[src/rtl/spi_parity_frame_ctrl.sv]
// SPI frame transmitter: SETUP, DATA_W payload bits MSB first, odd-parity bit, HOLD.
// Latency: cs drops the cycle after acceptance; done pulses CLK_DIV*(2*DATA_W+4)+1 cycles after acceptance.
// Backpressure: tx_ready is high only in IDLE; tx_valid while busy is ignored.
module spi_parity_frame_ctrl #(
  parameter int DATA_W  = 8,
  parameter int CLK_DIV = 4
) (
  input  logic              clk,
  input  logic              reset,
  input  logic              tx_valid,
  input  logic [DATA_W-1:0] tx_data,
  output logic              tx_ready,
  output logic              cs,
  output logic              sclk,
  output logic              sample,
  output logic              mosi,
  output logic              busy,
  output logic              done,
  output logic              parity_out
);

  localparam int CW = $clog2(2 * CLK_DIV) + 1;
  localparam int BW = $clog2(DATA_W) + 1;
  localparam logic [CW-1:0] HALF      = CW'(CLK_DIV);
  localparam logic [CW-1:0] LAST_HALF = CW'(CLK_DIV - 1);
  localparam logic [CW-1:0] LAST_PER  = CW'(2 * CLK_DIV - 1);
  localparam logic [BW-1:0] LAST_BIT  = BW'(DATA_W - 1);

  typedef enum logic [2:0] {
    IDLE   = 3'd0,
    SETUP  = 3'd1,
    SHIFT  = 3'd2,
    PARITY = 3'd3,
    HOLD   = 3'd4
  } state_t;

  state_t            state;
  state_t            state_nxt;
  logic [CW-1:0]     cnt;
  logic [BW-1:0]     bit_cnt;
  logic [DATA_W-1:0] shreg;
  logic              par;

  logic accept;
  logic per_end;
  logic frame_end;

  assign accept    = (state == IDLE) && tx_valid;
  assign per_end   = (cnt == LAST_PER);
  assign frame_end = (state == HOLD) && (cnt == LAST_HALF);

  // State register; reset wins over any acceptance in the same cycle.
  always_ff @(posedge clk) begin
    if (reset) state <= IDLE;
    else       state <= state_nxt;
  end

  // Next-state: phase lengths counted by cnt, payload bits by bit_cnt.
  always_comb begin
    state_nxt = state;
    case (state)
      IDLE:    if (tx_valid)                           state_nxt = SETUP;
      SETUP:   if (cnt == LAST_HALF)                   state_nxt = SHIFT;
      SHIFT:   if (per_end && (bit_cnt == LAST_BIT))   state_nxt = PARITY;
      PARITY:  if (per_end)                            state_nxt = HOLD;
      HOLD:    if (cnt == LAST_HALF)                   state_nxt = IDLE;
      default:                                         state_nxt = IDLE;
    endcase
  end

  // Cycle counter restarts on every state change and at each SHIFT bit boundary.
  always_ff @(posedge clk) begin
    if (reset)                           cnt <= '0;
    else if (state_nxt != state)         cnt <= '0;
    else if (state == IDLE)              cnt <= '0;
    else if ((state == SHIFT) && per_end) cnt <= '0;
    else                                 cnt <= cnt + CW'(1);
  end

  // Payload capture, MSB-first shifting and running odd parity.
  always_ff @(posedge clk) begin
    if (reset) begin
      shreg   <= '0;
      par     <= 1'b1;
      bit_cnt <= '0;
    end else if (accept) begin
      shreg   <= tx_data;
      par     <= 1'b1;
      bit_cnt <= '0;
    end else if ((state == SHIFT) && per_end) begin
      shreg   <= shreg << 1;
      par     <= par ^ shreg[DATA_W-1];
      bit_cnt <= bit_cnt + BW'(1);
    end
  end

  // Completion strobe and published parity; both land on the first IDLE cycle.
  always_ff @(posedge clk) begin
    if (reset) begin
      done       <= 1'b0;
      parity_out <= 1'b1;
    end else begin
      done <= frame_end;
      if (frame_end) parity_out <= par;
    end
  end

  // Serial outputs decoded from state and position within the bit period.
  always_comb begin
    tx_ready = 1'b0;
    cs       = 1'b1;
    sclk     = 1'b0;
    sample   = 1'b0;
    mosi     = 1'b0;
    busy     = 1'b1;
    case (state)
      IDLE: begin
        tx_ready = 1'b1;
        busy     = 1'b0;
      end
      SETUP: begin
        cs   = 1'b0;
        mosi = shreg[DATA_W-1];
      end
      SHIFT: begin
        cs     = 1'b0;
        mosi   = shreg[DATA_W-1];
        sclk   = (cnt >= HALF);
        sample = (cnt == HALF);
      end
      PARITY: begin
        cs     = 1'b0;
        mosi   = par;
        sclk   = (cnt >= HALF);
        sample = (cnt == HALF);
      end
      HOLD: begin
        cs = 1'b0;
      end
      default: begin
        cs = 1'b1;
      end
    endcase
  end

endmodule

[config.mk]
export PLATFORM = sky130hd
export DESIGN_NAME = spi_parity_frame_ctrl
export DESIGN_NICKNAME = d
export VERILOG_FILES = /design/src/rtl/spi_parity_frame_ctrl.sv
export SDC_FILE = /design/constraint.sdc
export NUM_CORES = 1
export LEC_CHECK = 0
export BUFFER_PORTS_ARGS = -buffer_cell sky130_fd_sc_hd__buf_2
export CAP_MARGIN = 5
export CORE_ASPECT_RATIO = 1.1
export CORE_UTILIZATION = 45
export CTS_CLUSTER_DIAMETER = 200
export DETAILED_ROUTE_END_ITERATION = 10
export PLACE_DENSITY = 0.66
export SETUP_SLACK_MARGIN = 0.02
export SLEW_MARGIN = 25
export SYNTH_ARGS = -nofsm -noshare
export SYNTH_HDL_FRONTEND = slang
export SYNTH_SLANG_ARGS = --single-unit
[constraint.sdc]
create_clock -name clk -period 2.5 [get_ports clk]
set_clock_uncertainty 0.2 [all_clocks]
set_input_delay 0.375 -clock clk [delete_from_list [all_inputs] [get_ports clk]]
set_output_delay 0.375 -clock clk [all_outputs]
set_load 0.005 [all_outputs]
==> metrics.md, run 1 <==
| Metric | Value |
|---|---|
| Status | `finished, final reports clean` |
| Hold Buf Count CTS | `0` |
| Max cap viols | `0` |
| Remaining global-route overflow | `0` |
| Multiplexer share of the synthesized area | `0%` |
| WL met1 | `roughly 1.1 mm` |
| # clock sinks | `22` |
| First-pass GRT wire length | `about 3.9 mm` |
| Via total after detailed routing | `roughly 1000` |
| H-tree Lvls | `1` |
| Final instance area | `around 1300 sq um` |
| Top cell type's share of synthesized area | `approximately 39%` |
| Fin crit period | `about 2.2 ns` |
| IO Pins | `19` |
| NetSw | `approximately 150 uW` |
| Cell Area, Synth | `about 1100 sq um` |
| Switching power share of the total | `24.2%` |
| Wire length per cell | `between 10 and 15 um` |
| Cells after Synth | `about 130` |
| DIE WIDTH | `50.0 um` |
| RSZ-0062 raised after global routing | `no` |
| Xor/xnor share of the synthesized area | `3.07%` |
| # rows | `18` |
| Commonest cells in the netlist | `dfxtp_1, a21oi_1, o211ai_1` |
| Flop and latch count out of synthesis | `22` |
| Synth Area in Compound Gates | `25.7%` |
| Count leader, synth | `dfxtp_1` |
| Seq/Total Area, Yosys | `38.6%` |
| Synth Warn # | `0` |
| Clock Latency Late Sink | `0.32 ns` |
| CP arrival | `2.24 ns` |
| CTS buffer count | `3` |
| Met3 routed WL | `98 um` |
| Sequential Area | `440 sq um` |
| Number of vias per cell | `roughly 6.0` |
| Fill count | `between 200 and 250` |
| Placement Cell Area | `1230 sq um` |
| DR iter-0 viols | `13` |
| Antenna violations before repair | `0` |
| Initial Util | `49.2%` |
| Number of setup buffers added after CTS | `0` |
| Sequential power share | `approximately three fifths` |
| Resized cells post-CTS | `0` |
| Area leader, netlist | `dfxtp_1` |
| Avg Inst Size Synth | `roughly 8.6 sq um` |
| Least-Margin Pin Slew | `just over 0.7 ns` |
| CP Launch Type | `flip-flop` |
| Worst VDD drop | `between 0.3 and 0.4 mV` |
| Max Fclk | `459 MHz` |
| Top sig layer | `met4` |
| Vias in the first global route | `~860` |
| Gate power share | `under 10%` |
| Footprint of the multi-input gates | `between 600 and 700 sq um` |
| DRT antenna net count | `0` |
| Endpoint kind of the worst setup timing path | `flip-flop` |
| Routed wire length | `approximately 2.4 mm` |
| Post-Synth Adder-Cell Area | `under 10%` |
| Max transition margin | `51.5%` |
| Synth area leaders | `dfxtp_1, a21oi_1, a32oi_1` |
| GPL Wtd Cong | `0.806` |
| Largest net degree at the start of global routing | `16` |
| Final-report hold violation count | `0` |
| PwrDens | `between 400 and 500 nW/um^2` |
| DIE AREA | `2740 sq um` |
| Final hold slack | `approximately 0.088 ns` |
| All-Layer GR Usage | `between 10% and 20%` |
| Final Max Slew Viols | `0` |
| Synth-to-Final Area Change | `10.9%` |
| Worst Path Max Fanout | `15` |
| Met2 routed WL | `1.13 mm` |
| EDFF count, synth | `0` |
| Clock Path Buffers | `2` |
| Library cells used by synthesis | `40` |
| # nets final | `between 150 and 200` |
| Internal power | `474 uW` |
| Final worst path period share | `approximately 87%` |
| Clock power frac | `approximately a third` |
| Worst-path clk slew | `~0.12 ns` |
| Min-Delay Path Class | `in -> reg` |
| Core area | `between 2000 and 2500 sq um` |
| Layout cells sized above 1 | `21.5%` |
| Main flop type after synthesis | `dfxtp_1` |
| Final Util | `~55%` |
| Port Buffer Count | `18` |
| Die H | `roughly 55 um` |
| TNS Setup | `0 ns` |
| Worst EP required | `between 2 and 3 ns` |
| Root Buffer | `clkbuf_4` |
| Worst setup path category | `reg -> reg` |
| CTS tree | `yes` |
| Leakage | `0.466 nW` |
| Post-Synth Simple-Gate Area | `approximately 23%` |
| Diodes inserted | `0` |
| Final setup viols | `0` |
| Synthesized net count | `~150` |
| DP HPWL | `~1.7 mm` |
| DR pass1 iterations | `4` |
| Asr flop ratio synth | `0%` |
| Remaining DRCs | `0` |
| Main combinational cell family by area after synthesis | `compound AO/OA/AOI/OAI gates` |
==> worst max-delay path: stages (launching register included) <==
cell     delay, ns
dfxtp_1       0.40
ha_1          0.25
or3b_1        0.58
or4_4         0.55
a21oi_2       0.14
==> through the flow <==
step | power, mW | instances | worst slack, ns
final | 0.625 | 174 | 0.322
after global routing | 0.651 | 174 | 0.199
after CTS | 0.629 | 174 | 0.320
after detailed placement | 0.430 | 170 | 0.340
after global placement | 0.428 | 170 | 0.401
after floorplan | 0.410 | 132 | 0.588
==> final timing paths <==
check	from	end	slack, ns	depth (start not counted)
setup / recovery	cnt[0]	bit_cnt[3]	0.32	4
hold / removal	tx_data[0]	shreg[0]	0.09	3
setup reg to reg	cnt[0]	bit_cnt[3]	0.32	4
hold reg to reg	cnt[0]	cnt[0]	0.28	1
==> flip-flops by register name, indices dropped and copies added, names as in the netlist <==
register / cells
bit_cnt: 4
cnt: 4
done: 1
par: 1
parity_out: 1
shreg: 8
state: 3
==> power groups by stage <==
stage               clock network (mW)  registers [mW]  logic, mW
finish                           0.203           0.370     0.0520
global route                     0.220           0.372     0.0589
CTS                              0.206           0.370     0.0526
detailed placement                   0           0.378     0.0523
global placement                     0           0.377     0.0511
floorplan                            0           0.373     0.0370
==> layout by cell type (no fill, tap or decap), types with 2 or more instances in the layout <==
cell type  instances
a21oi_1           15
a32oi_1            7
buf_2             18
buf_4              2
clkbuf_4           3
dfxtp_1           22
ha_1               3
inv_1              6
nand2_1            5
nand3_1            6
nand3b_1           2
nand4_1            2
nor2_1             7
nor2b_1            2
nor3b_1            5
o211ai_1           8
o21ai_0            5
o31ai_1            2
or3_1              2
xor2_1             3
==> cell type report <==
type | count | area share, %
inverter | 6 | 1.78
multi-input combinational | 92 | 49.3
tap | 30 | 2.97
clock buffer | 4 | 2.87
timing repair buffer | 20 | 8.31
sequential | 22 | 34.8
==> routing by layer <==
metal	vias to the layer above	global-route usage [%]
met5	-	0
met3	5	3.61
met1	489	24.0
li1	520	-
met4	0	10.0
met2	25	32.2
==> logic make-up (layout without fill, tap and decap cells) <==
logic type               count (synthesis)  in the layout
AO/OA/AOI/OAI                           44             44
AND/OR/NAND/NOR                         41             41
flip-flops                              22             22
buffers and inverters                   18             30
XOR/XNOR                                 4              4
adder cells (fa/ha/maj)                  3              3
(Power assumes the default switching activity.)
==> inputs of run 2 (changes only) <==
- GPL_TIMING_DRIVEN: not set -> 0
==> run 2 against run 1 <==
Net effect:
- global-route usage up 1.5 points
- count of clock-buffer cells in the layout stayed put
- critical path depth is 1 higher
- cell area up 3.3%
- flip-flop and latch count unchanged
- combinational power up 10%
- first-iteration DRC count shrank 7.7%
- power barely moved
- die area stayed put
- largest power group unchanged
- highest routed layer unchanged
==> metrics.md, run 2 (synthesis results as in run 1) <==
| Metric | Value |
|---|---|
| R2R Path Start | `cnt[0]` |
| Fin crit period | `2.28 ns (+0.105 ns)` |
| All-Layer GR Usage | `20.8% (+1.5 points)` |
| Diodes inserted | `0 (unchanged)` |
| # clock sinks | `22 (unchanged)` |
| Hold Buf Count CTS | `0 (unchanged)` |
| TNS Setup | `0 ns (unchanged)` |
| RSZ-0062 raised after global routing | `no` |
| Layout cells sized above 1 | `21.4% (-0.099 points)` |
| Final-report hold violation count | `0 (unchanged)` |
| Antenna violations before repair | `0 (unchanged)` |
| DIE AREA | `2740 sq um (unchanged)` |
| CP arrival | `1.71 ns (-0.53 ns)` |
| DP Cell Count | `180 (+5.9%)` |
| Setup ws final | `0.217 ns (-0.105 ns)` |
| DP HPWL | `1.86 mm (+12%)` |
| Regs by FF count | `shreg: 8 flops, bit_cnt: 4 flops, cnt: 4 flops` |
| Min-Delay Path Class | `in -> reg` |
| GPL Wtd Cong | `0.812 (+0.68%)` |
| Final setup viols | `0 (unchanged)` |
| NetSw | `150 uW (-0.51%)` |
| Worst EP required | `1.92 ns (-0.65 ns)` |
| Wire length per cell | `14.0 um (+2.5%)` |
| Initial Util | `49.2% (unchanged)` |
| Clock power frac | `32.0% (-0.4 points)` |
| PwrDens | `478 nW/um^2 (-3.1%)` |
| Most common cell after layout, fill and taps aside | `dfxtp_1` |
| Most frequent cells in the layout | `dfxtp_1, buf_2, a21oi_1, o211ai_1` |
| Worst-path clk slew | `0.12 ns (about the same)` |
| First-pass GRT wire length | `4.20 mm (+8.6%)` |
| DRT antenna net count | `0 (unchanged)` |
| Remaining DRCs | `0 (unchanged)` |
| Most flops, register | `shreg` |
| Internal power | `475 uW (+0.23%)` |
| Fill count | `221 (-0.90%)` |
| CP Launch Point | `cnt[2]` |
| Worst VDD drop | `0.333 mV (+11%)` |
| Port Buffer Count | `18 (unchanged)` |
| Leakage | `0.484 nW (+4.1%)` |
| Sequential power share | `58.8% (-0.5 points)` |
| DR pass1 iterations | `4 (unchanged)` |
| Synth-to-Final Area Change | `14.5%` |
| Gate power share | `9.2% (+0.9 points)` |
| Worst Path Max Fanout | `10 (-5)` |
| Pwr Total | `625 uW (about the same)` |
| Sequential Area | `440 sq um (unchanged)` |
| Max cap viols | `0 (unchanged)` |
| Switching power share of the total | `24.0% (-0.13 points)` |
| Die H | `54.8 um (unchanged)` |
| Routed wire length | `2.58 mm (+8.4%)` |
| Max reg flops | `8 (unchanged)` |
| Max Fclk | `438 MHz (-4.6%)` |
| Final instance area | `1310 sq um (+3.3%)` |
| # rows | `18 (unchanged)` |
| Worst hold start | `tx_data[0]` |
| H-tree Lvls | `1 (unchanged)` |
| Placement Cell Area | `1270 sq um (+3.3%)` |
| IO Pins | `19 (unchanged)` |
| Final Max Slew Viols | `0 (unchanged)` |
| Vias in the first global route | `966 (+13%)` |
| CP Launch Type | `flip-flop` |
| DR iter-0 viols | `12 (-1)` |
| Max transition margin | `50.0% (-1.5 points)` |
| Root Buffer | `clkbuf_4` |
| CTS buffer count | `3 (unchanged)` |
| Core area | `2320 sq um (unchanged)` |
| Status | `finished, final reports clean` |
| Via total after detailed routing | `1080 (+3.9%)` |
| Endpoint kind of the worst setup timing path | `output pin` |
| Least-Margin Pin Slew | `0.748 ns (+0.0219 ns)` |
| Footprint of the multi-input gates | `623 sq um (unchanged)` |
| Largest net degree at the start of global routing | `13 (-3)` |
| Number of vias per cell | `5.87 (-1.7%)` |
| CTS tree | `yes` |
| Remaining global-route overflow | `0 (unchanged)` |
| # nets final | `169 (+6.3%)` |
| Worst slack, placed | `0.437 ns (+0.0971 ns)` |
| Post-Layout Cell Count | `184 (+5.7%)` |
| Final worst path period share | `91.3% (+4.2 points)` |
| Clock Path Buffers | `2 (unchanged)` |
| Clock Latency Late Sink | `0.31 ns (about the same)` |
| DIE WIDTH | `50.0 um (unchanged)` |
| Worst setup path category | `reg -> out` |
[run 2: layer usage]
layer / wire length [um] / share of wire, % / vias to the layer above / global-route usage [%]
met3: 93 / 3.6 / 8 / 3.61
met2: 1200 / 46 / 28 / 36.2
met4: 63 / 2.4 / 0 / 10.5
met1: 1230 / 47 / 507 / 24.9
met5: 0 / 0 / - / 0
li1: - / - / 537 / -
[run 2: final timing paths]
kind / slack, ns / end / cells after the start
worst max-delay path: 0.22 / sample / 5
worst min-delay path: 0.1 / shreg[0] / 3
worst max register to register: 0.40 / bit_cnt[2] / 6
worst min register to register: 0.28 / cnt[0] / 1
[run 2: power groups by stage]
stage	sequential, mW	combinational (mW)	clock, mW
final	0.367	0.0574	0.200
after global routing	0.369	0.0649	0.220
after CTS	0.367	0.0576	0.203
after detailed placement	0.375	0.0573	0
after global placement	0.375	0.0561	0
after floorplan	0.373	0.0370	0
[run 2: critical path, stage by stage (launching register included)]
cell and delay, ns:
dfxtp_1 0.32, buf_2 0.21, nand3b_1 0.26, clkbuf_2 0.28, nor3b_1 0.19, buf_2 0.14
[run 2: metrics by stage]
step                      hold slack (ns)  util, %
final                              0.0954     56.3
after global routing                0.110     56.3
after CTS                          0.0860     56.3
after detailed placement            0.259     54.7
after global placement              0.244     54.7
after floorplan                     0.230        -
[run 2: what timing repair did]
action / CTS / global route
endpoints found under the setup margin: 0 / 1
setup buffers: 0 / 0
gates resized for setup: 0 / 2
[run 2: area by class of cell]
cell class	instances	share of cell area, %
tap	30	2.87
sequential	22	33.7
timing repair buffer	18	6.90
multi-input combinational	92	47.7
buffer	12	4.31
clock buffer	4	2.78
inverter	6	1.72
==> inputs of run 3 (changes only) <==
- BUFFER_PORTS_ARGS: -buffer_cell sky130_fd_sc_hd__buf_2 -> not set
- DONT_BUFFER_PORTS: not set -> 1
- PLACE_DENSITY: 0.66 -> not set
- clock period: 2.5 -> 2.95 ns (I/O delays scaled with it)
==> run 3 against run 2 <==
Net effect:
- sequential share of layout area is 3.0 points higher
- flip-flop and latch count unchanged
- count of clock-buffer cells in the layout fell by 1
- worst hold slack worse by 0.032 ns
- sequential power down 15%
- die area unchanged
- first-iteration DRC count is 42% higher
- critical endpoint unchanged
- largest power group unchanged
==> metrics.md, run 3 (synthesis results as in run 1) <==
| Metric | Value |
|---|---|
| Final instance area | `1200 sq um (-8.0%)` |
| Die H | `54.8 um (unchanged)` |
| Fin crit period | `between 2 and 2.5 ns` |
| Worst-path clk slew | `0.11 ns (about the same)` |
| Worst path buffer plus inverter count | `2 (-1)` |
| H-tree Lvls | `1 (unchanged)` |
| Max cap viols | `0 (unchanged)` |
| Final-report hold violation count | `0 (unchanged)` |
| Endpoint kind of the worst setup timing path | `output pin` |
| Wire length per cell | `14.9 um (+6.5%)` |
| Resized cells post-CTS | `0 (unchanged)` |
| DIE WIDTH | `50.0 um (unchanged)` |
| Core area | `2320 sq um (unchanged)` |
| Min-Delay Path Class | `in -> reg` |
| DRT antenna net count | `0 (unchanged)` |
| Final worst path period share | `just under 80%` |
| Max incr delay on CP | `0.32 ns (about the same)` |
| TNS Setup | `0 ns (unchanged)` |
| Placement Cell Area | `1180 sq um (-7.1%)` |
| Antenna violations before repair | `0 (unchanged)` |
| # clock sinks | `22 (unchanged)` |
| DR iter-0 viols | `17 (+5)` |
| Number of setup buffers added after CTS | `0 (unchanged)` |
| Most common cell after layout, fill and taps aside | `dfxtp_1` |
| CP Launch Type | `flip-flop` |
| Status | `finished, final reports clean` |
| Hold Path Stages | `2 (-1)` |
| Final setup viols | `0 (unchanged)` |
| Max reg flops | `8 (unchanged)` |
| # nets final | `151 (-11%)` |
| Most frequent cells in the layout | `dfxtp_1, a21oi_1, o211ai_1` |
| Worst Path Max Fanout | `10 (unchanged)` |
| CTS tree | `yes` |
| Regs by FF count | `shreg: 8 flops, bit_cnt: 4 flops, cnt: 4 flops` |
| CP arrival | `1.68 ns (-0.03 ns)` |
| R2R cell count | `6 (unchanged)` |
| Crit-path slowest cell | `dfxtp_1` |
| CTS buffer count | `3 (unchanged)` |
| Max Fclk | `~430 MHz` |
| First-pass GRT wire length | `4.24 mm (+0.98%)` |
| Largest net degree at the start of global routing | `12 (-1)` |
| Least-Margin Pin Slew | `0.837 ns (+0.0894 ns)` |
| Leakage | `0.400 nW (-18%)` |
| RR Endpoint | `shreg[1]` |
| Vias in the first global route | `980 (+1.4%)` |
| PwrDens | `403 nW/um^2 (-16%)` |
| IO Pins | `19 (unchanged)` |
| Final Util | `51.8% (-4.5 points)` |
| GPL Wtd Cong | `0.809 (-0.28%)` |
| # rows | `18 (unchanged)` |
| All-Layer GR Usage | `20.7% (-0.12 points)` |
| Clock Latency Late Sink | `0.30 ns (about the same)` |
| Remaining global-route overflow | `0 (unchanged)` |
| Worst VDD drop | `0.281 mV (-16%)` |
| Hold endpoint | `shreg[0]` |
| Layout cells sized above 1 | `9.63% (-12 points)` |
| Clock Path Buffers | `2 (unchanged)` |
| Synth-to-Final Area Change | `5.26%` |
| Remaining DRCs | `0 (unchanged)` |
| DR pass1 iterations | `4 (unchanged)` |
| Worst setup path category | `reg -> out` |
| DP HPWL | `1.74 mm (-6.7%)` |
| Worst EP required | `2.31 ns (+0.39 ns)` |
| DIE AREA | `2740 sq um (unchanged)` |
| Final Max Slew Viols | `0 (unchanged)` |
| Root Buffer | `clkbuf_4` |
| Delay-heaviest family, CP | `simple AND/OR/NAND/NOR gates` |
| Most flops, register | `shreg` |
| Diodes inserted | `0 (unchanged)` |
| Routed wire length | `2.47 mm (-4.5%)` |
| Worst reg-to-reg setup slack | `0.87 ns (+0.47 ns)` |
| RSZ-0062 raised after global routing | `no` |
| Port Buffer Count | `0 (-18)` |
| Worst hold start | `tx_data[0]` |
| R2R Path Start | `cnt[0]` |
| Hold Buf Count CTS | `0 (unchanged)` |
| Number of vias per cell | `6.05 (+3.2%)` |
| CP Cell Sequence | `buf_2, nand3b_1, clkbuf_1, nor3b_1` |
| Pwr Total | `485 uW (-22%)` |
| Initial Util | `49.2% (unchanged)` |
| Max transition margin | `44.0% (-6.0 points)` |
| Via total after detailed routing | `999 (-7.5%)` |
run 3: cell type report:
type	instances	area, sq um
Fill cell	228	1120
Multi-Input combinational cell	92	623
Sequential cell	22	440
Buffer	12	55.1
Tap cell	30	37.5
Clock buffer	3	22.5
Inverter	6	22.5
run 3: report_power, final:
part / switching (mW) / internal [mW] / total, mW
Combinational: 0.0238 / 0.0148 / 0.0386
Sequential: 0.00575 / 0.305 / 0.311
Clock: 0.0870 / 0.0478 / 0.135
run 3: per-layer routing:
layer	global-route usage, %	vias up	part of all wire, %
met3	4.17	5	3.9
met4	8.57	0	1.7
li1	-	497	-
met1	23.7	475	48
met2	37.8	22	46
met5	0	-	0
run 3: worst reg2reg max path: cells and delay by family (launching register included):
kind                     cells  cell delay, ns
AO/OA/AOI/OAI                2            0.33
adder cells (fa/ha/maj)      1            0.28
buffers and inverters        2            0.40
flip-flops                   1            0.39
AND/OR/NAND/NOR              1            0.38
run 3: how the worst max path moves through the flow:
stage,startpoint,to,depth (start not counted)
final,cnt[2],sample,4
after global routing,cnt[2],sample,4
after CTS,cnt[2],sample,4
after detailed placement,cnt[0],bit_cnt[2],6
after global placement,cnt[0],bit_cnt[2],6
after floorplan,cnt[0],bit_cnt[3],5
run 3: stage by stage:
stage                     std cells  hold slack (ns)  setup WS, ns
after global placement          162            0.240         0.896
after detailed placement        162            0.253         0.905
after CTS                       165           0.0523         0.605
after global routing            165           0.0914         0.447
final                           165           0.0632         0.630
after floorplan                 132            0.230          1.04
